File: src/rtl/vgg16_layer_sequencer_pkg.sv
// Shared constants for the VGG16 run controller: the sequencer state
// encoding, the conv-layer geometry tables and the FC drain length.
package vgg16_layer_sequencer_pkg;

    localparam int NUM_CONV_LAYERS = 13;
    localparam int LAYER_W         = 4;
    localparam int CFG_W           = 8;
    localparam int ADDR_WIDTH      = 32;
    localparam int TIMEOUT_W       = 24;

    // The last FC layer produces FOUT3 outputs, packed AF per result word.
    localparam int FOUT3     = 1000;
    localparam int AF        = 3;
    localparam int RES_WORDS = (FOUT3 + AF - 1) / AF;

    typedef enum logic [3:0] {
        ST_IDLE,
        ST_CFG,
        ST_CONV_GO,
        ST_CONV_WAIT,
        ST_FC_GO,
        ST_FC_WAIT,
        ST_DRAIN,
        ST_DONE,
        ST_ERR
    } seq_state_t;

    // Geometry per conv layer. Wh: output channels in groups of 4,
    // Ww: input channels in groups of 4 (rounded up), Iw: input map width.
    localparam logic [CFG_W-1:0] CONV_Wh [NUM_CONV_LAYERS] = '{
        8'd16, 8'd16, 8'd32, 8'd32, 8'd64, 8'd64, 8'd64,
        8'd128, 8'd128, 8'd128, 8'd128, 8'd128, 8'd128
    };
    localparam logic [CFG_W-1:0] CONV_Ww [NUM_CONV_LAYERS] = '{
        8'd1, 8'd16, 8'd16, 8'd32, 8'd32, 8'd64, 8'd64,
        8'd64, 8'd128, 8'd128, 8'd128, 8'd128, 8'd128
    };
    localparam logic [CFG_W-1:0] CONV_Iw [NUM_CONV_LAYERS] = '{
        8'd224, 8'd224, 8'd112, 8'd112, 8'd56, 8'd56, 8'd56,
        8'd28, 8'd28, 8'd28, 8'd14, 8'd14, 8'd14
    };

endpackage

File: src/rtl/vgg16_layer_sequencer_if.sv
// Bundle of the sequencer's control, engine and result-drain signals.
interface vgg16_layer_sequencer_if;
    import vgg16_layer_sequencer_pkg::*;

    logic                  start;
    logic                  busy;
    logic                  done;
    logic                  error;
    logic [LAYER_W-1:0]    conv_layer;
    logic [CFG_W-1:0]      conv_wh;
    logic [CFG_W-1:0]      conv_ww;
    logic [CFG_W-1:0]      conv_iw;
    logic                  conv_start;
    logic                  conv_done;
    logic                  fc_start;
    logic                  fc_done;
    logic [ADDR_WIDTH-1:0] result_rd_addr;
    logic                  result_valid;
    logic                  result_ready;
    logic                  result_word_taken;

    // Result handshake: a word transfers on a rising edge where result_valid
    // and result_ready are both high. The buffer may raise or drop valid at
    // will; ready is high for the whole DRAIN state and nowhere else. After a
    // transfer result_rd_addr moves to the next word and result_word_taken
    // pulses for one cycle.
    modport master (
        input  start, conv_done, fc_done, result_valid,
        output busy, done, error, conv_layer, conv_wh, conv_ww, conv_iw,
               conv_start, fc_start, result_rd_addr, result_ready,
               result_word_taken
    );

    modport slave (
        output start, conv_done, fc_done, result_valid,
        input  busy, done, error, conv_layer, conv_wh, conv_ww, conv_iw,
               conv_start, fc_start, result_rd_addr, result_ready,
               result_word_taken
    );

endinterface

File: src/rtl/vgg16_layer_sequencer_seq_watchdog.sv
// Saturating stall counter; expired stays high once the count is all ones.
module seq_watchdog #(
    parameter int W = 24
) (
    input  logic clk,
    input  logic rstn,
    input  logic clr,
    input  logic en,
    output logic expired
);

    logic [W-1:0] count_q, count_d;

    assign expired = &count_q;

    // Clear wins over counting; counting stops at all ones.
    always_comb begin
        count_d = count_q;
        if (clr) begin
            count_d = '0;
        end else if (en && !expired) begin
            count_d = count_q + W'(1);
        end
    end

    // Count register.
    always_ff @(posedge clk) begin
        if (!rstn) begin
            count_q <= '0;
        end else begin
            count_q <= count_d;
        end
    end

endmodule

File: src/rtl/vgg16_layer_sequencer.sv
// Top-level run controller: steps the conv engine through every layer,
// launches the FC stage, drains the FC result buffer and guards each wait
// phase with a watchdog.
module vgg16_layer_sequencer
    import vgg16_layer_sequencer_pkg::*;
#(
    parameter int N_LAYERS = NUM_CONV_LAYERS,
    parameter int N_WORDS  = RES_WORDS,
    parameter int WDOG_W   = TIMEOUT_W
) (
    input  logic                           clk,
    input  logic                           rstn,
    vgg16_layer_sequencer_if.master        seq_if,
    output seq_state_t                     dbg_state_o
);

    localparam logic [LAYER_W-1:0]    LAST_LAYER = LAYER_W'(N_LAYERS - 1);
    localparam logic [ADDR_WIDTH-1:0] LAST_ADDR  = ADDR_WIDTH'(N_WORDS - 1);

    seq_state_t            state_q, state_d;
    logic [LAYER_W-1:0]    layer_q, layer_d;
    logic [CFG_W-1:0]      wh_q, wh_d;
    logic [CFG_W-1:0]      ww_q, ww_d;
    logic [CFG_W-1:0]      iw_q, iw_d;
    logic [ADDR_WIDTH-1:0] addr_q, addr_d;
    logic                  busy_q, done_q, error_q;
    logic                  conv_start_q, fc_start_q, ready_q, taken_q;
    logic                  take;
    logic                  wd_clr, wd_en, wd_expired;

    // ready_q is high exactly while in DRAIN, so valid outside DRAIN is ignored.
    assign take   = seq_if.result_valid && ready_q;
    assign wd_en  = state_q inside {ST_CONV_WAIT, ST_FC_WAIT, ST_DRAIN};
    assign wd_clr = (state_d != state_q) || take;

    seq_watchdog #(
        .W (WDOG_W)
    ) u_watchdog (
        .clk     (clk),
        .rstn    (rstn),
        .clr     (wd_clr),
        .en      (wd_en),
        .expired (wd_expired)
    );

    // Next-state, layer, geometry and address logic.
    always_comb begin
        state_d = state_q;
        layer_d = layer_q;
        wh_d    = wh_q;
        ww_d    = ww_q;
        iw_d    = iw_q;
        addr_d  = addr_q;
        unique case (state_q)
            ST_IDLE, ST_ERR: begin
                if (seq_if.start) begin
                    state_d = ST_CFG;
                    layer_d = '0;
                    addr_d  = '0;
                end
            end
            ST_CFG: begin
                state_d = ST_CONV_GO;
                wh_d    = CONV_Wh[layer_q];
                ww_d    = CONV_Ww[layer_q];
                iw_d    = CONV_Iw[layer_q];
            end
            ST_CONV_GO: begin
                state_d = ST_CONV_WAIT;
            end
            ST_CONV_WAIT: begin
                // A completion seen together with expiry still counts.
                if (seq_if.conv_done) begin
                    if (layer_q == LAST_LAYER) begin
                        state_d = ST_FC_GO;
                    end else begin
                        state_d = ST_CFG;
                        layer_d = layer_q + LAYER_W'(1);
                    end
                end else if (wd_expired) begin
                    state_d = ST_ERR;
                end
            end
            ST_FC_GO: begin
                state_d = ST_FC_WAIT;
            end
            ST_FC_WAIT: begin
                if (seq_if.fc_done) begin
                    state_d = ST_DRAIN;
                end else if (wd_expired) begin
                    state_d = ST_ERR;
                end
            end
            ST_DRAIN: begin
                if (take) begin
                    addr_d = addr_q + ADDR_WIDTH'(1);
                    if (addr_q == LAST_ADDR) begin
                        state_d = ST_DONE;
                    end
                end else if (wd_expired) begin
                    state_d = ST_ERR;
                end
            end
            ST_DONE: begin
                state_d = ST_IDLE;
            end
            default: begin
                state_d = ST_IDLE;
            end
        endcase
    end

    // State and registered outputs; strobes are decoded from the next state
    // so they line up with the state they belong to.
    always_ff @(posedge clk) begin
        if (!rstn) begin
            state_q      <= ST_IDLE;
            layer_q      <= '0;
            wh_q         <= '0;
            ww_q         <= '0;
            iw_q         <= '0;
            addr_q       <= '0;
            busy_q       <= 1'b0;
            done_q       <= 1'b0;
            error_q      <= 1'b0;
            conv_start_q <= 1'b0;
            fc_start_q   <= 1'b0;
            ready_q      <= 1'b0;
            taken_q      <= 1'b0;
        end else begin
            state_q      <= state_d;
            layer_q      <= layer_d;
            wh_q         <= wh_d;
            ww_q         <= ww_d;
            iw_q         <= iw_d;
            addr_q       <= addr_d;
            busy_q       <= !(state_d inside {ST_IDLE, ST_ERR});
            done_q       <= (state_d == ST_DONE);
            error_q      <= (state_d == ST_ERR);
            conv_start_q <= (state_d == ST_CONV_GO);
            fc_start_q   <= (state_d == ST_FC_GO);
            ready_q      <= (state_d == ST_DRAIN);
            taken_q      <= take;
        end
    end

    assign seq_if.busy              = busy_q;
    assign seq_if.done              = done_q;
    assign seq_if.error             = error_q;
    assign seq_if.conv_layer        = layer_q;
    assign seq_if.conv_wh           = wh_q;
    assign seq_if.conv_ww           = ww_q;
    assign seq_if.conv_iw           = iw_q;
    assign seq_if.conv_start        = conv_start_q;
    assign seq_if.fc_start          = fc_start_q;
    assign seq_if.result_rd_addr    = addr_q;
    assign seq_if.result_ready      = ready_q;
    assign seq_if.result_word_taken = taken_q;
    assign dbg_state_o              = state_q;

endmodule
File: src/flat_wrapper.sv
// flat-port wrapper written by rule: the top's interface ports become plain ports
module vgg16_layer_sequencer_flat import vgg16_layer_sequencer_pkg::*;
#(
    parameter int N_LAYERS = NUM_CONV_LAYERS,
    parameter int N_WORDS  = RES_WORDS,
    parameter int WDOG_W   = TIMEOUT_W
)
  (clk, rstn, dbg_state_o, seq_if_start, seq_if_conv_done, seq_if_fc_done, seq_if_result_valid, seq_if_busy, seq_if_done, seq_if_error, seq_if_conv_layer, seq_if_conv_wh, seq_if_conv_ww, seq_if_conv_iw, seq_if_conv_start, seq_if_fc_start, seq_if_result_rd_addr, seq_if_result_ready, seq_if_result_word_taken);
  vgg16_layer_sequencer_if seq_if_i ();
  input  logic clk;
  input  logic rstn;
  output seq_state_t dbg_state_o;
  input wire logic [$bits(seq_if_i.start)-1:0] seq_if_start;
  input wire logic [$bits(seq_if_i.conv_done)-1:0] seq_if_conv_done;
  input wire logic [$bits(seq_if_i.fc_done)-1:0] seq_if_fc_done;
  input wire logic [$bits(seq_if_i.result_valid)-1:0] seq_if_result_valid;
  output wire logic [$bits(seq_if_i.busy)-1:0] seq_if_busy;
  output wire logic [$bits(seq_if_i.done)-1:0] seq_if_done;
  output wire logic [$bits(seq_if_i.error)-1:0] seq_if_error;
  output wire logic [$bits(seq_if_i.conv_layer)-1:0] seq_if_conv_layer;
  output wire logic [$bits(seq_if_i.conv_wh)-1:0] seq_if_conv_wh;
  output wire logic [$bits(seq_if_i.conv_ww)-1:0] seq_if_conv_ww;
  output wire logic [$bits(seq_if_i.conv_iw)-1:0] seq_if_conv_iw;
  output wire logic [$bits(seq_if_i.conv_start)-1:0] seq_if_conv_start;
  output wire logic [$bits(seq_if_i.fc_start)-1:0] seq_if_fc_start;
  output wire logic [$bits(seq_if_i.result_rd_addr)-1:0] seq_if_result_rd_addr;
  output wire logic [$bits(seq_if_i.result_ready)-1:0] seq_if_result_ready;
  output wire logic [$bits(seq_if_i.result_word_taken)-1:0] seq_if_result_word_taken;
  assign seq_if_i.start = seq_if_start;
  assign seq_if_i.conv_done = seq_if_conv_done;
  assign seq_if_i.fc_done = seq_if_fc_done;
  assign seq_if_i.result_valid = seq_if_result_valid;
  assign seq_if_busy = seq_if_i.busy;
  assign seq_if_done = seq_if_i.done;
  assign seq_if_error = seq_if_i.error;
  assign seq_if_conv_layer = seq_if_i.conv_layer;
  assign seq_if_conv_wh = seq_if_i.conv_wh;
  assign seq_if_conv_ww = seq_if_i.conv_ww;
  assign seq_if_conv_iw = seq_if_i.conv_iw;
  assign seq_if_conv_start = seq_if_i.conv_start;
  assign seq_if_fc_start = seq_if_i.fc_start;
  assign seq_if_result_rd_addr = seq_if_i.result_rd_addr;
  assign seq_if_result_ready = seq_if_i.result_ready;
  assign seq_if_result_word_taken = seq_if_i.result_word_taken;
  vgg16_layer_sequencer #(.N_LAYERS(N_LAYERS), .N_WORDS(N_WORDS), .WDOG_W(WDOG_W)) u_core (.clk(clk), .rstn(rstn), .seq_if(seq_if_i), .dbg_state_o(dbg_state_o));
endmodule
File: config.mk
export PLATFORM = sky130hd
export DESIGN_NAME = vgg16_layer_sequencer_flat
export DESIGN_NICKNAME = d
export VERILOG_FILES = /design/src/rtl/vgg16_layer_sequencer_pkg.sv /design/src/rtl/vgg16_layer_sequencer_if.sv /design/src/rtl/vgg16_layer_sequencer_seq_watchdog.sv /design/src/rtl/vgg16_layer_sequencer.sv /design/src/flat_wrapper.sv
export SDC_FILE = /design/constraint.sdc
export NUM_CORES = 1
export LEC_CHECK = 0
export BUFFER_PORTS_ARGS = -buffer_cell sky130_fd_sc_hd__buf_2
export CAP_MARGIN = 20
export CELL_PAD_IN_SITES_DETAIL_PLACEMENT = 1
export CELL_PAD_IN_SITES_GLOBAL_PLACEMENT = 1
export CORE_ASPECT_RATIO = 0.8
export CORE_MARGIN = 4
export CORE_UTILIZATION = 43
export DETAILED_ROUTE_END_ITERATION = 7
export PLACE_DENSITY = 0.77
export SLEW_MARGIN = 20
export SYNTH_ARGS = -nofsm -noshare
export SYNTH_HDL_FRONTEND = slang
export SYNTH_SLANG_ARGS = --single-unit
File: constraint.sdc
create_clock -name clk -period 2.8 [get_ports clk]
set_input_delay 0.14 -clock clk [delete_from_list [all_inputs] [get_ports clk]]
set_output_delay 0.14 -clock clk [all_outputs]
set_load 0.005 [all_outputs]
==> results of run 1 <==
synthesized netlist by cell type, types with 4 or more instances:
cell type  count
inv_1         16
or3_1          6
o21ai_0       14
nand4_1       24
nor4_1         7
nand3_1       24
nor3_2         6
xnor2_1       26
clkbuf_1       9
nand3b_1       4
nor2b_1       13
buf_4         10
nor3_1        20
xor2_1        22
dfxtp_1       85
ha_1           8
buf_2          8
a22oi_1        4
mux2i_1        5
nor2_4        20
and3_1         8
a21oi_1       19
nand2_1       31
and2_1         8
nor2_1        50
a21boi_0       7
final cells by class:
type,count,area [sq um]
Sequential cell,85,1700
Inverter,18,67.6
Clock buffer,11,233
Clock inverter,5,85.1
Timing Repair Buffer,81,450
Multi-Input combinational cell,379,2620
Fill cell,1243,4990
Tap cell,140,175
per-stage QoR:
step / utilization [%] / cell area (sq um) / hold WS (ps)
floorplan: - / 4600 / 293
global placement: 48.3 / 4990 / 400
detailed placement: 48.3 / 4990 / 437
CTS: 51.4 / 5310 / 83.6
global route: 51.6 / 5330 / 102
finish: 51.6 / 5330 / 87.4
path summary, 6_finish.rpt:
check,from,to,slack (ps),cells after the start
setup / recovery,u_core.dbg_state_o[2],u_core.u_watchdog.count_q[11],230,7
hold / removal,seq_if_result_valid,u_core.seq_if.result_word_taken,90,2
setup reg to reg,u_core.dbg_state_o[2],u_core.u_watchdog.count_q[11],230,7
hold reg to reg,u_core.seq_if.conv_ww[4],u_core.seq_if.conv_ww[4],460,2
kinds of logic (layout without fill, tap and decap cells):
family	count (synthesis)	after routing	synth area share (%)
flip-flops	85	85	37.2
AO/OA/AOI/OAI	60	60	9.09
XOR/XNOR	48	48	9.20
other	1	8	0.0820
multiplexers	6	6	1.34
buffers and inverters	53	115	6.60
AND/OR/NAND/NOR	249	249	34.3
adder cells (fa/ha/maj)	8	8	2.19
power by group through the flow:
| stage | Combinational, mW | Clock [mW] | Sequential, mW |
|---|---|---|---|
| floorplan | 0.739 | 0 | 1.37 |
| global placement | 0.892 | 0 | 1.41 |
| detailed placement | 0.917 | 0 | 1.41 |
| CTS | 0.922 | 1.30 | 1.38 |
| global route | 1.03 | 1.36 | 1.40 |
| finish | 0.927 | 1.27 | 1.39 |
metal layers:
layer,up-vias,global-route usage [%]
met5,-,0
met4,0,5.19
met3,7,4.90
met2,76,33.9
met1,1937,27.6
li1,1882,-
flip-flops by register name, indices dropped and copies added, names as in the netlist, 3 cells and up:
signal	count
u_core.seq_if.conv_layer	4
u_core.seq_if.conv_ww	5
u_core.seq_if.result_rd_addr	32
u_core.seq_if.conv_iw	6
u_core.dbg_state_o	4
u_core.seq_if.conv_wh	3
u_core.u_watchdog.count_q	24
worst register-to-register path, delay by kind of cell (launching register included):
family,cells,cell delay (ps)
simple gates,4,1100
flops,1,640
compound gates,2,560
buf+inv,1,220
==> summary.md, run 1 <==
| Metric | Value |
|---|---|
| Pre-CTS setup slack | 148 ps |
| Worst-margin pin slew | 614 ps |
| Logic pwr share | 25.9% |
| Crit-path max FO | 15 |
| Main synth FF type | dfxtp_1 |
| PD cells | 673 mW/mm^2 |
| First-pass GRT wire length | 20,500 um |
| Initial Util | 44.3% |
| Antenna cells | 0 |
| Leak pwr | 1.94 nW |
| Required time of the critical path | 3080 ps |
| Setup TNS | 0 ps |
| Clk Latency, worst-skew pair | 340 ps |
| VDD IR max | 0.585 mV |
| Final critical-path setup slack | 227 ps |
| DP Wirelength | 8600 um |
| Internal | 2.43 mW |
| Port Buf Inserts | 68 |
| Most frequent cells in the layout | dfxtp_1 (85), buf_2 (68), nor2_1 (50) |
| Final net count | 588 |
| CP max stage delay | 640 ps |
| Die area | 0.0124 sq mm |
| Library cells used by synthesis | 64 |
| Min-Delay Path Class | in -> reg |
| # Post-CTS Setup Buffers | 0 |
| Worst slew margin | 58.8% |
| Gpl congestion | 0.875 |
| Max Root-Sink Buffers | 2 |
| Hold_buf cts | 0 |
| Skew final | 6.82 ps |
| RSZ-0062 raised after global routing | no |
| Initial antenna violation count | 0 |
| ANT nets after route | 0 |
| Fmax | 0.389 GHz |
| Hold Violations, Final | 0 |
| Layout cells sized above 1 | 25.2% |
| Drt pass-1 iters | 4 |
| Sequential area share after synthesis | 37.2% |
| #FFs+latches synth | 85 |
| Commonest non-fill, non-tap cell in the layout | dfxtp_1 |
| Total gr overflow | 0 |
| # IOs | 77 |
| Post-Synthesis Cells | 510 |
| Vias | 3,902 |
| Row count | 33 |
| Finished Layout Cells | 719 |
| Status | completed |
| CTS tree | built |
| CTS Buf Count | 9 |
| Post_cts resized | 0 |
| Slowest stage cell, crit path | dfxtp_1 |
| DIE HEIGHT | 100 um |
| Slew Limit Fails | 0 |
| CP arrival | 2850 ps |
| CORE AREA | 0.0103 sq mm |
| Clock period minus worst slack | 2570 ps |
| # DRC | 0 |
| GRT Total Usage | 20.7% |
| Cells after DPL | 703 |
| Avg WL per Cell | 16.5 um |
| Total wire length | 11,900 um |
| Crit share post-route | 91.9% |
| Highest metal used | met4 |
| Startpoint class of the critical path | flip-flop |
| Leading area contributor after synthesis | dfxtp_1 |
| EDFF count, synth | 0 |
| Syn avg cell area | 8.96 sq um |
| Clk sink count | 85 |
| Vias per inst | 5.43 |
| Root Buffer | clkbuf_16 |
| Buffers & Inverters on Critical Path | 1 |
| Switch Pwr | 1.16 mW |
| CP cell instances | nor4bb_2 -> nand4_1 -> nor4_4 -> a211oi_4 -> a211o_4 -> buf_12 -> nor2_4 |
| Overall power | 3.58 mW |
| Met3 wire length | 607 um |
| Final setup fails | 0 |
| Clock power frac | 35.5% |
| Critical path's top delay family | simple AND/OR/NAND/NOR gates |
| Vias in the first global route | 4,053 |
| Die X | 123 um |
| Path type of the worst setup path | reg -> reg |
| Synth Warn # | 0 |
| Share of the synthesized area in the top cell type | 37.2% |
| Largest net degree at the start of global routing | 35 |
| Area contributors post-synth | dfxtp_1 (37%), xnor2_1 (5.0%), nor2_4 (4.9%) |
| Seq pwr share | 38.7% |
| Number of H-tree levels | 3 |
| Crit. End Element | flip-flop |
| Post-synth ARST share | 0% |
| Max-cap violations | 0 |
| Metal2 WL | 5650 um |
| Starting DRT DRC Count | 346 |
| Area growth from synthesis to layout | 16.5% |
| Clock Pin Slew Worst Setup and Hold Paths | 60 ps |
| Sw Share | 32.3% |
| Post-route met1 wirelength | 5490 um |
| Post-Syn Area | 0.00457 sq mm |
Power figures use the tool's default switching activity.
==> run 2, diff against run 1 <==
- CORE_UTILIZATION: 43 -> 46
- PLACE_DENSITY: 0.77 -> 0.82
- clock period: 2.8 -> 3.3 ns (I/O delays scaled with it)
==> run 2 against run 1 <==
Register-to-register slack gained 280 ps. Clock skew shrank 2.0 ps. Combinational power shrank 23%. Routed wire length shrank 0.87%. Non-clock buffer count shrank 8. Worst setup slack gained 280 ps. Core utilization grew 2.4 points. Sequential share of layout area grew 0.55 points. Critical path depth is the same. Flip-flop and latch count is the same. Via count shrank 1.3%. Global-route usage shrank 0.23 points.
==> summary.md, run 2 (synthesized netlist as in run 1, its figures left out) <==
| Metric | Value |
|---|---|
| Hold path startpoint | seq_if_result_valid |
| Worst r2r src | u_core.u_watchdog.count_q[0] |
| Die X | 119 um (-3.1%) |
| Layout cells sized above 1 | 24.0% (-1.2 points) |
| Worst slew margin | 52.6% (-6.2 points) |
| ANT nets after route | 0 (unchanged) |
| Finished Layout Cells | 707 (-1.7%) |
| # IOs | 77 (unchanged) |
| Vias | 3,851 (-1.3%) |
| Die area | 0.0116 sq mm (-6.1%) |
| PD cells | 575 mW/mm^2 (-15%) |
| Crit-path max FO | 24 (+9) |
| Fmax | 0.358 GHz (-7.9%) |
| Vias in the first global route | 3,937 (-2.9%) |
| Antenna cells | 0 (unchanged) |
| CP cell instances | ha_1 -> nand4_1 -> nor4_1 -> nand2_2 -> a211oi_2 -> a211o_4 -> a211oi_1 |
| Initial Util | 47.2% (+2.9 points) |
| Root Buffer | clkbuf_16 |
| Gpl congestion | 0.881 (+0.63%) |
| DP Wirelength | 8430 um (-2.0%) |
| Register-to-Register Path Depth | 7 (unchanged) |
| Startpoint class of the critical path | flip-flop |
| Commonest non-fill, non-tap cell in the layout | dfxtp_1 |
| Clk Latency, worst-skew pair | 340 ps (about the same) |
| Slowest stage cell, crit path | a211o_4 |
| Final net count | 580 (-1.4%) |
| Post_cts resized | 0 (unchanged) |
| Required time of the critical path | 3500 ps (+420 ps) |
| RSZ-0062 raised after global routing | no |
| DIE HEIGHT | 97.2 um (-3.0%) |
| Most frequent cells in the layout | dfxtp_1 (85), buf_2 (68), nor2_1 (50) |
| Drt pass-1 iters | 4 (unchanged) |
| Total wire length | 11,700 um (-0.87%) |
| Initial antenna violation count | 0 (unchanged) |
| Setup TNS | 0 ps (unchanged) |
| Path type of the worst setup path | reg -> reg |
| Max FFs per register | 32 (unchanged) |
| Final setup fails | 0 (unchanged) |
| Max-cap violations | 0 (unchanged) |
| Clock Pin Slew Worst Setup and Hold Paths | 60 ps (about the same) |
| Largest net degree at the start of global routing | 27 (-23%) |
| Clock period minus worst slack | 2790 ps (+222 ps) |
| GRT Total Usage | 20.5% (-0.23 points) |
| Max Root-Sink Buffers | 2 (unchanged) |
| # Post-CTS Setup Buffers | 0 (unchanged) |
| Reg2reg setup slack | 510 ps (+280 ps) |
| First-pass GRT wire length | 19,700 um (-4.0%) |
| Status | completed |
| Skew final | 4.82 ps (-2.00 ps) |
| Crit. End Element | flip-flop |
| CTS Buf Count | 9 (unchanged) |
| Crit share post-route | 84.7% (-7.2 points) |
| Critical path launch point | u_core.u_watchdog.count_q[0] |
| FILL cells | 1,173 (-5.6%) |
| # DRC | 0 (unchanged) |
| Total gr overflow | 0 (unchanged) |
| Cells after DPL | 691 (-1.7%) |
| Vias per inst | 5.45 (+0.37%) |
| Min-Delay Path Class | in -> reg |
| Starting DRT DRC Count | 226 (-35%) |
| Worst r2r dst | u_core.u_watchdog.count_q[22] |
| Leak pwr | 1.90 nW (-1.9%) |
| Hold path endpoint | u_core.seq_if.result_word_taken |
| CTS tree | built |
| Area growth from synthesis to layout | 14.6% |
| Hold Violations, Final | 0 (unchanged) |
| Worst Hold Depth | 2 (unchanged) |
| CP max stage delay | 580 ps (-60 ps) |
| Row count | 32 (-3.0%) |
| Hold_buf cts | 0 (unchanged) |
| VDD IR max | 0.344 mV (-41%) |
| CORE AREA | 0.00969 sq mm (-6.1%) |
| Port Buf Inserts | 68 (unchanged) |
| Worst-margin pin slew | 711 ps (+97.1 ps) |
| Clk sink count | 85 (unchanged) |
| CP arrival | 3000 ps (+150 ps) |
| Number of H-tree levels | 3 (unchanged) |
| Avg WL per Cell | 16.6 um (+0.81%) |
| Slew Limit Fails | 0 (unchanged) |
==> run 2: where the power goes <==
group,internal [mW],switching [mW]
Clock,0.687,0.421
Combinational,0.251,0.460
Sequential,1.09,0.0977
Total,2.03,0.979
==> run 2: layout make-up <==
class,instances,area [sq um],area share (%)
clock buffer,11,243,4.63
clock inverter,5,82.6,1.58
inverter,18,67.6,1.29
multi-input combinational,379,2590,49.5
sequential,85,1700,32.5
tap,136,170,3.25
timing repair buffer,73,378,7.21
==> run 2: per-stage QoR <==
| stage | setup WS [ps] | util [%] | hold slack [ps] | power (mW) | instance area (sq um) |
|---|---|---|---|---|---|
| 2_1_floorplan | 1220 | - | 318 | 1.79 | 4600 |
| 3_3_place_gp | 608 | 50.7 | 418 | 1.89 | 4910 |
| 3_5_place_dp | 544 | 50.7 | 435 | 1.92 | 4910 |
| 4_1_cts | 505 | 54.1 | 80.4 | 3.03 | 5240 |
| 5_1_grt | 191 | 54.1 | 79.5 | 3.17 | 5240 |
| 6_report | 505 | 54.1 | 84.6 | 3.01 | 5240 |
==> run 2: critical path, delay by kind of cell (launching register included) <==
kind | cells | cell delay, ps
compound gates | 3 | 1030
simple gates | 3 | 920
flops | 1 | 410
fa+ha+maj | 1 | 250
==> run 2: layer usage <==
| metal | vias up | GRT usage [%] | share of wire, % |
|---|---|---|---|
| li1 | 1872 | - | - |
| met1 | 1894 | 27.2 | 46 |
| met2 | 77 | 33.5 | 48 |
| met3 | 8 | 5.24 | 4.6 |
| met4 | 0 | 4.93 | 0.97 |
| met5 | - | 0 | 0 |
==> run 2: how the worst max path moves through the flow <==
stage                                                to  slack, ps  cells past startpoint
after detailed placement  u_core.u_watchdog.count_q[17]        540                      7
after floorplan            u_core.u_watchdog.count_q[0]       1220                      8
after CTS                 u_core.u_watchdog.count_q[18]        510                      7
after global routing      u_core.u_watchdog.count_q[18]        190                      7
final                     u_core.u_watchdog.count_q[22]        510                      7
after global placement    u_core.u_watchdog.count_q[22]        610                      6
